[src/rtl/ncl_sync_tx.sv]
// ncl_sync_tx: synchronous-to-NCL boundary transmitter.
// Accepts single-rail words over valid/ready and presents them as dual-rail
// DATA wavefronts, returning the rails to NULL once the receiver's
// completion acknowledge (ki) requests null. ki is asynchronous and is
// brought into the clock domain through a flop chain before any decision.
module ncl_sync_tx #(
    parameter int WIDTH       = 8,
    parameter int SYNC_STAGES = 2,
    parameter int TIMEOUT     = 1023
) (
    input  logic             clk,
    input  logic             rst_n,
    input  logic             in_valid,
    input  logic [WIDTH-1:0] in_data,
    output logic             in_ready,
    output logic [WIDTH-1:0] rail1,
    output logic [WIDTH-1:0] rail0,
    input  logic             ki,
    output logic             timeout,
    output logic [15:0]      tx_count
);

    localparam int              CNT_W       = (TIMEOUT > 0) ? $clog2(TIMEOUT + 1) : 1;
    localparam logic [CNT_W-1:0] TIMEOUT_CNT = CNT_W'(TIMEOUT);
    localparam bit              TIMEOUT_EN  = (TIMEOUT != 0);

    typedef enum logic [1:0] {
        ST_WAIT_RFD = 2'd0,
        ST_IDLE     = 2'd1,
        ST_WAIT_RFN = 2'd2
    } state_t;

    state_t                 state_r;
    state_t                 state_s;
    logic [SYNC_STAGES-1:0] ki_sync_r;
    logic                   ki_s;
    logic [WIDTH-1:0]       rail1_r;
    logic [WIDTH-1:0]       rail0_r;
    logic [WIDTH-1:0]       rail1_s;
    logic [WIDTH-1:0]       rail0_s;
    logic [CNT_W-1:0]       wait_cnt_r;
    logic [CNT_W-1:0]       wait_cnt_s;
    logic                   timeout_r;
    logic                   timeout_s;
    logic [15:0]            tx_count_r;
    logic [15:0]            tx_count_s;
    logic                   waiting_s;

    // Only the final synchronizer stage is trusted as the acknowledge.
    assign ki_s     = ki_sync_r[SYNC_STAGES-1];
    assign in_ready = (state_r == ST_IDLE);
    assign rail1    = rail1_r;
    assign rail0    = rail0_r;
    assign timeout  = timeout_r;
    assign tx_count = tx_count_r;

    // Metastability filter for the asynchronous acknowledge.
    always_ff @(posedge clk or negedge rst_n) begin
        if (!rst_n) begin
            ki_sync_r <= '0;
        end else begin
            ki_sync_r <= {ki_sync_r[SYNC_STAGES-2:0], ki};
        end
    end

    // Four-phase sequencing: next state, next rails, completion count and wait watchdog.
    always_comb begin
        state_s    = state_r;
        rail1_s    = rail1_r;
        rail0_s    = rail0_r;
        tx_count_s = tx_count_r;
        timeout_s  = timeout_r;
        wait_cnt_s = wait_cnt_r;
        waiting_s  = 1'b0;

        case (state_r)
            ST_WAIT_RFD: begin
                // Rails are already NULL here; keep them there until data is requested.
                rail1_s   = '0;
                rail0_s   = '0;
                waiting_s = 1'b1;
                if (ki_s) begin
                    state_s = ST_IDLE;
                end else begin
                    state_s = ST_WAIT_RFD;
                end
            end
            ST_IDLE: begin
                // A dropped ki here is a protocol violation; it is simply ignored.
                if (in_valid) begin
                    rail1_s = in_data;
                    rail0_s = ~in_data;
                    state_s = ST_WAIT_RFN;
                end else begin
                    rail1_s = '0;
                    rail0_s = '0;
                    state_s = ST_IDLE;
                end
            end
            ST_WAIT_RFN: begin
                waiting_s = 1'b1;
                if (!ki_s) begin
                    rail1_s    = '0;
                    rail0_s    = '0;
                    tx_count_s = tx_count_r + 16'd1;
                    state_s    = ST_WAIT_RFD;
                end else begin
                    state_s = ST_WAIT_RFN;
                end
            end
            default: begin
                rail1_s = '0;
                rail0_s = '0;
                state_s = ST_WAIT_RFD;
            end
        endcase

        // Counter restarts on every state entry and saturates at the limit.
        if (state_s != state_r) begin
            wait_cnt_s = '0;
        end else if (waiting_s) begin
            if (TIMEOUT_EN && (wait_cnt_r == TIMEOUT_CNT)) begin
                timeout_s = 1'b1;
            end else if (wait_cnt_r != TIMEOUT_CNT) begin
                wait_cnt_s = wait_cnt_r + {{(CNT_W-1){1'b0}}, 1'b1};
            end else begin
                wait_cnt_s = wait_cnt_r;
            end
        end else begin
            wait_cnt_s = wait_cnt_r;
        end
    end

    // State, rail and status registers; reset drops rails to NULL at once.
    always_ff @(posedge clk or negedge rst_n) begin
        if (!rst_n) begin
            state_r    <= ST_WAIT_RFD;
            rail1_r    <= '0;
            rail0_r    <= '0;
            tx_count_r <= 16'd0;
            timeout_r  <= 1'b0;
            wait_cnt_r <= '0;
        end else begin
            state_r    <= state_s;
            rail1_r    <= rail1_s;
            rail0_r    <= rail0_s;
            tx_count_r <= tx_count_s;
            timeout_r  <= timeout_s;
            wait_cnt_r <= wait_cnt_s;
        end
    end

endmodule

[config.mk]
export PLATFORM = sky130hd
export DESIGN_NAME = ncl_sync_tx
export DESIGN_NICKNAME = d
export VERILOG_FILES = /design/src/rtl/ncl_sync_tx.sv
export SDC_FILE = /design/constraint.sdc
export NUM_CORES = 1
export LEC_CHECK = 0
export ABC_AREA = 1
export BUFFER_PORTS_ARGS = -buffer_cell sky130_fd_sc_hd__buf_2
export CAP_MARGIN = 40
export CORE_MARGIN = 2
export CORE_UTILIZATION = 40
export DETAILED_ROUTE_END_ITERATION = 8
export SYNTH_ARGS = -nofsm -noshare
export SYNTH_HDL_FRONTEND = slang
export SYNTH_SLANG_ARGS = --single-unit
[constraint.sdc]
create_clock -name clk -period 1.6 [get_ports clk]
set_input_delay 0.24 -clock clk [delete_from_list [all_inputs] [get_ports clk]]
set_output_delay 0.24 -clock clk [all_outputs]
set_load 0.05 [all_outputs]
==> results of run 1 <==
worst paths after layout:
check / depth (start not counted) / slack [ns] / startpoint / end
setup / recovery: 3 / 0.09 / state_r[1] / in_ready
hold / removal: 1 / 0.05 / ki / ki_sync_r[0]
setup reg to reg: 9 / 0.14 / wait_cnt_r[0] / wait_cnt_r[3]
hold reg to reg: 0 / 0.36 / ki_sync_r[0] / ki_sync_r[1]
max in group asynchronous: 3 / 0.69 / rst_n / tx_count[0]
min in group asynchronous: 2 / 0.39 / rst_n / wait_cnt_r[6]
registers in the layout, indices dropped and copies added (netlist names):
signal / flops
wait_cnt_r: 10
state_r: 2
rail0: 8
timeout: 1
tx_count: 16
ki_sync_r: 2
rail1: 8
per-layer routing:
layer  share of wire  up-vias  wire, um
met3           0.031        7       147
met2            0.44       26      2130
met4           0.012        0        57
li1                -      981         -
met5               0        -         0
met1            0.51      908      2480
cells in the mapped netlist:
cell type	count
nand2_1	78
dfrtp_1	47
inv_1	24
nand3_1	21
nor2_1	20
o21ai_0	14
a32o_1	6
xor2_1	6
nand2_2	5
o21ai_1	5
nand2_4	4
o21ai_2	4
or2_2	4
buf_2	3
inv_2	3
nand3b_1	3
nand4_1	3
nor2_4	3
xnor2_1	3
a21boi_0	2
ha_1	2
nand3_2	2
nor2_2	2
a21o_1	1
and2_1	1
buf_12	1
clkbuf_1	1
nor3_1	1
nor3_2	1
o21bai_1	1
metrics by stage:
stage               cells  hold WS (ns)  cell area, sq um
floorplan             271       -0.0556              2350
global placement      387         0.191              2670
detailed placement    387         0.198              2670
CTS                   397        0.0353              2820
global route          398        0.0271              2830
finish                398        0.0453              2830
cell type report:
type                    count  share of cell area
repair buffers             52               0.103
clock inverters             2              0.0212
inverters                  27              0.0358
clock buffers               6              0.0256
well taps                  72              0.0318
flip-flops and latches     47               0.416
multi-input cells         192               0.366
repair_timing:
| action | CTS | global route |
|---|---|---|
| resized for setup | 0 | 1 |
| buffers inserted | 1 | 1 |
| endpoints found under the hold margin | 15 | 0 |
| endpoints found under the setup margin | 1 | 9 |
| gates cloned | 0 | 0 |
| pin swaps | 1 | 0 |
| hold buffers | 1 | 0 |
kinds of logic (layout without fill, tap and decap cells):
family | after synthesis | in the layout
and+or+nand+nor | 148 | 148
DFF | 47 | 47
AOI/OAI and AO/OA | 33 | 33
buffers and inverters | 32 | 87
xor gates and xnor gates | 9 | 9
adders and majority gates | 2 | 2
power by group through the flow:
stage | Sequential (mW) | Clock [mW] | Combinational, mW
5_1_grt | 1.53 | 1.11 | 1.40
3_5_place_dp | 1.53 | 0 | 1.25
4_1_cts | 1.51 | 1.06 | 1.27
6_report | 1.50 | 1.03 | 1.29
2_1_floorplan | 1.91 | 0 | 0.563
3_3_place_gp | 1.53 | 0 | 1.23
critical path: cells and delay by family (launching register included):
kind,cells,cell delay (ns)
buffers and inverters,2,0.38
DFF,1,0.46
and+or+nand+nor,1,0.13
cell usage in the layout (no fill, tap or decap), types with 2 or more instances in the layout:
cell type	count
a21boi_0	2
a32o_1	6
buf_2	45
buf_4	5
bufinv_16	2
clkbuf_8	5
dfrtp_1	45
dfrtp_2	2
ha_1	2
inv_1	24
inv_2	3
nand2_1	78
nand2_2	5
nand2_4	3
nand3_1	21
nand3_2	2
nand3b_1	3
nand4_1	3
nor2_1	20
nor2_2	2
nor2_4	3
o21ai_0	14
o21ai_1	5
o21ai_2	4
or2_2	4
xnor2_1	3
xor2_1	6
==> flow_summary_export.csv, run 1 <==
group,metric,value,unit
synthesis,synth_seq_area_share,0.502,
floorplan,start_util,0.420,
timing,maxSlewViolCount,0,
pwr,peakVddDrop,0.000824,V
synthesis,synth_top_family_by_area,"simple AND/OR/NAND/NOR gates",
outcome,status,"finished, final reports clean",
detailed_routing,drt_wl_total,4810,um
final_layout,antenna_cells,0,
global_routing,grt_pass1_vias,1774,
run,maxCapViolCount,0,
synthesis,synth_compound_area_frac,0.0940,
synthesis,netlist_area,2340,sq um
synthesis,synth_xor_area_frac,0.0336,
clock_tree,cts_tree,"done",
detailed_routing,drtAntennaViolNets,0,
global_routing,grt_max_degree,33,
floorplan,dieArea,6490,sq um
global_routing,grt.busiest_layer,"met2",
synthesis,synth_top_area_frac,0.502,
global_routing,grt_antenna_before_repair,0,
synthesis,ys_ff_latch,47,
floorplan,rows,27,
synthesis,yosys.area_share.simple,0.300,
final_layout,synthToLayoutAreaGrowth,20.8,%
floorplan,ioPinCount,46,
synthesis,synthAdderAreaFrac,0.0107,
final_layout,multi_input_area,1040,sq um
pwr,powerDensity,1350,nW/um^2
worst_setup_path,cpPeakStageDelay,0.46,ns
global_routing,grt_pass1_wl,8230,um
synthesis,synthCells,271,
clock_tree,clk_path_buf_depth,2,
timing,setup_viol_count_final,0,
timing,worst_slew_pin_slew,0.412,ns
final_layout,fin_util,0.508,
worst_setup_path,critPathLaunchType,"flip-flop",
detailed_routing,via_per_inst,4.83,
clock_tree,htreeDepth,2,
pwr,netSwitchingFraction,0.393,
timing,setup_tns,0,ns
pwr,clkPwrFrac,0.269,
pwr,internal_power,2.32,mW
synthesis,synth_nets,285,
floorplan,dieWidth,80.5,um
place,place_ws,0.0811,ns
synthesis,synthMuxAreaShare,0,
synthesis,synth_top_cell_by_area,"dfrtp_1",
floorplan,coreArea,5570,sq um
clock_tree,cts_made_buffers,5,
detailed_routing,first_pass_iters,4,
worst_setup_path,crit_type,"flip-flop to output pin",
synthesis,yosys_warnings,0,
worst_setup_path,cp.arrival,1.27,ns
pwr,seqPwrFrac,0.394,
detailed_routing,wl_per_cell,12.1,um
worst_setup_path,slowest_stage,"dfrtp_1",
timing,fin_crit_sh,0.941,
timing,slew_headroom,0.726,
global_routing,grtUsageMet3,0.0337,
synthesis,synth_area_per_cell,8.65,sq um
global_routing,grt_use_met1,0.234,
worst_setup_path,endpoint_kind,"output pin",
place,portBuffers,45,
global_routing,overflow,0,
pwr,p_comb_frac,0.337,
timing,worst_slack,0.0949,ns
pwr,p_switching,1.50,mW
timing,fin_crit,1.51,ns
place,gp_congestion,0.783,
clock_tree,cts.sinks,47,
timing,rsz0062_at_grt,"false",
timing,hold_viol,0,
clock_tree,insertion_delay,0.30,ns
synthesis,ys_top_cells_by_area,"dfrtp_1 50%, nand2_1 12%, nand3_1 4.5%",
place,hpwl,3460,um
final_layout,register_area,1180,sq um
worst_setup_path,crit_fanout,5,
final_layout,drive_above_1_share,0.270,
synthesis,ys_types,30,
clock_tree,path_clk_slew,0.09,ns
global_routing,gr-usage-all-layers,0.165,
final_layout,fillerInstances,541,
floorplan,die_h,80.5,um
pwr,total_power,3.82,mW
detailed_routing,drt_iter0_markers,91,
timing,max_freq,0.664,GHz
worst_hold_path,hold_path_class,"primary input to flip-flop",
pwr,p_leak,1.46,nW
detailed_routing,vias,1922,
worst_setup_path,cp.required,1.36,ns
timing,finClkSkew,0.00749,ns
detailed_routing,drcViolationCount,0,
clock_tree,cts.root.buffer_cell,"clkbuf_8",
global_routing,grt_use_met2,0.249,
worst_setup_path,crit_chain,"nor2_4 -> buf_4 -> buf_2",
final_layout,final_nets,339,
Power figures use the tool's default switching activity.
==> run 2: changes to the inputs <==
--- a/config.mk
+++ b/config.mk
@@ -11,6 +11,7 @@
 export CORE_MARGIN = 2
 export CORE_UTILIZATION = 40
 export DETAILED_ROUTE_END_ITERATION = 8
+export REMOVE_ABC_BUFFERS = 1
 export SYNTH_ARGS = -nofsm -noshare
 export SYNTH_HDL_FRONTEND = slang
 export SYNTH_SLANG_ARGS = --single-unit
==> flow_summary_export.csv, run 2 (synthesis results as in run 1) <==
group,metric,value,unit
timing,fin_crit_sh,0.955,
global_routing,grt_pass1_vias,1729,
floorplan,dieArea,6490,sq um
final_layout,layout_common_cells,"78 x nand2_1, 45 x dfrtp_1, 44 x buf_2",
pwr,p_switching,1.52,mW
timing,fin_crit,1.53,ns
clock_tree,clk_path_buf_depth,2,
place,portBuffers,45,
pwr,p_leak,1.45,nW
detailed_routing,drcViolationCount,0,
detailed_routing,drt_iter0_markers,115,
place,placed_cell_area,2660,sq um
detailed_routing,via_per_inst,4.68,
detailed_routing,drtAntennaViolNets,0,
pwr,internal_power,2.15,mW
floorplan,die_h,80.5,um
timing,slew_headroom,0.727,
pwr,p_comb_frac,0.340,
global_routing,gr-usage-all-layers,0.159,
floorplan,ioPinCount,46,
timing,worst_slew_pin_slew,0.410,ns
detailed_routing,wl_per_cell,11.7,um
worst_setup_path,cp.arrival,1.29,ns
place,gp_congestion,0.820,
final_layout,antenna_cells,0,
global_routing,grt_max_degree,32,
place,place_ws,0.100,ns
timing,hold_viol,0,
final_layout,fillerInstances,550,
pwr,seqPwrFrac,0.413,
clock_tree,path_clk_slew,0.10,ns
pwr,clkPwrFrac,0.247,
floorplan,rows,27,
final_layout,synthToLayoutAreaGrowth,19.6,%
global_routing,grt_antenna_before_repair,0,
final_layout,register_area,1180,sq um
worst_setup_path,critPathLaunchType,"flip-flop",
clock_tree,cts_tree,"done",
clock_tree,cts.root.buffer_cell,"clkbuf_8",
detailed_routing,first_pass_iters,4,
run,maxCapViolCount,0,
outcome,status,"finished, final reports clean",
timing,maxSlewViolCount,0,
worst_setup_path,crit_type,"flip-flop to output pin",
floorplan,coreArea,5570,sq um
detailed_routing,drt_wl_total,4650,um
timing,holdWs,0.0400,ns
floorplan,dieWidth,80.5,um
clock_tree,cts_made_buffers,5,
final_layout,largest_reg_flops,16,
worst_setup_path,crit_fanout,8,
worst_hold_path,hold_path_class,"primary input to flip-flop",
pwr,powerDensity,1310,nW/um^2
floorplan,start_util,0.420,
pwr,peakVddDrop,0.000937,V
final_layout,multi_input_area,1040,sq um
global_routing,overflow,0,
final_layout,final_nets,337,
global_routing,grt_pass1_wl,8150,um
timing,max_freq,0.655,GHz
clock_tree,htreeDepth,2,
timing,finClkSkew,0.00880,ns
clock_tree,cts.sinks,47,
clock_tree,insertion_delay,0.30,ns
place,hpwl,3370,um
final_layout,stdcell_area,2800,sq um
timing,worst_slack,0.0726,ns
final_layout,layout_commonest_cell,"nand2_1",
timing,rsz0062_at_grt,"true",
worst_setup_path,cp.required,1.36,ns
timing,setup_viol_count_final,0,
pwr,netSwitchingFraction,0.414,
detailed_routing,vias,1854,
final_layout,drive_above_1_share,0.269,
worst_setup_path,endpoint_kind,"output pin",
## run 2: cell count changes in the layout (fill, tap and decap cells not counted), sizes merged
cell    previous run  this run
bufinv             2         1
inv               27        28
clkinv             0         1
clkbuf             6         5
buf               51        49
## run 2: per-layer routing
metal / routed length [um] / part of all wire / up-vias / GRT usage
met2: 2070 / 0.44 / 28 / 0.240
met1: 2410 / 0.52 / 846 / 0.235
met5: 0 / 0 / - / 0
met4: 27 / 0.0058 / 0 / 0.0373
li1: - / - / 978 / -
met3: 146 / 0.031 / 2 / 0.0337
## run 2: worst max-delay path, cell delays in order (launching register included)
cell	delay (ns)
dfrtp_2	0.46
nor2_4	0.15
buf_4	0.18
buf_4	0.21
## run 2: repair_timing
| item | in CTS | in global routing |
|---|---|---|
| hold buffers | 1 | 0 |
| setup endpoints to repair | 1 | 10 |
| buffers inserted | 0 | 0 |
| resized for setup | 1 | 3 |
| endpoints found under the hold margin | 16 | 0 |
## run 2: power by group through the flow
| stage | Sequential, mW | Combinational [mW] | Clock (mW) |
|---|---|---|---|
| 3_3_place_gp | 1.53 | 1.23 | 0 |
| 2_1_floorplan | 1.90 | 0.520 | 0 |
| 6_report | 1.51 | 1.25 | 0.904 |
| 3_5_place_dp | 1.53 | 1.24 | 0 |
| 4_1_cts | 1.51 | 1.25 | 0.935 |
| 5_1_grt | 1.54 | 1.35 | 0.993 |
## run 2: per-stage QoR
| step | utilization | power, mW | TNS, ns | instances |
|---|---|---|---|---|
| floorplan | - | 2.42 | -0.206 | 266 |
| global placement | 0.478 | 2.76 | 0 | 387 |
| detailed placement | 0.478 | 2.77 | 0 | 387 |
| CTS | 0.501 | 3.70 | 0 | 396 |
| global route | 0.503 | 3.89 | -0.00976 | 396 |
| finish | 0.503 | 3.66 | 0 | 396 |
## run 2: worst paths after layout
| kind | from | endpoint | slack, ns | depth (start not counted) |
|---|---|---|---|---|
| setup / recovery | state_r[1] | in_ready | 0.07 | 3 |
| hold / removal | ki | ki_sync_r[0] | 0.04 | 1 |
| setup reg to reg | wait_cnt_r[0] | wait_cnt_r[0] | 0.15 | 9 |
| hold reg to reg | ki_sync_r[0] | ki_sync_r[1] | 0.37 | 0 |
| max in group asynchronous | rst_n | state_r[1] | 0.70 | 3 |
| min in group asynchronous | rst_n | wait_cnt_r[4] | 0.39 | 2 |
## run 2: cell type report
cell class,instances,area share
sequential,47,0.421
multi-input combinational,192,0.370
timing repair buffer,50,0.100
inverter,27,0.0362
tap,72,0.0321
clock buffer,5,0.0246
clock inverter,3,0.0170
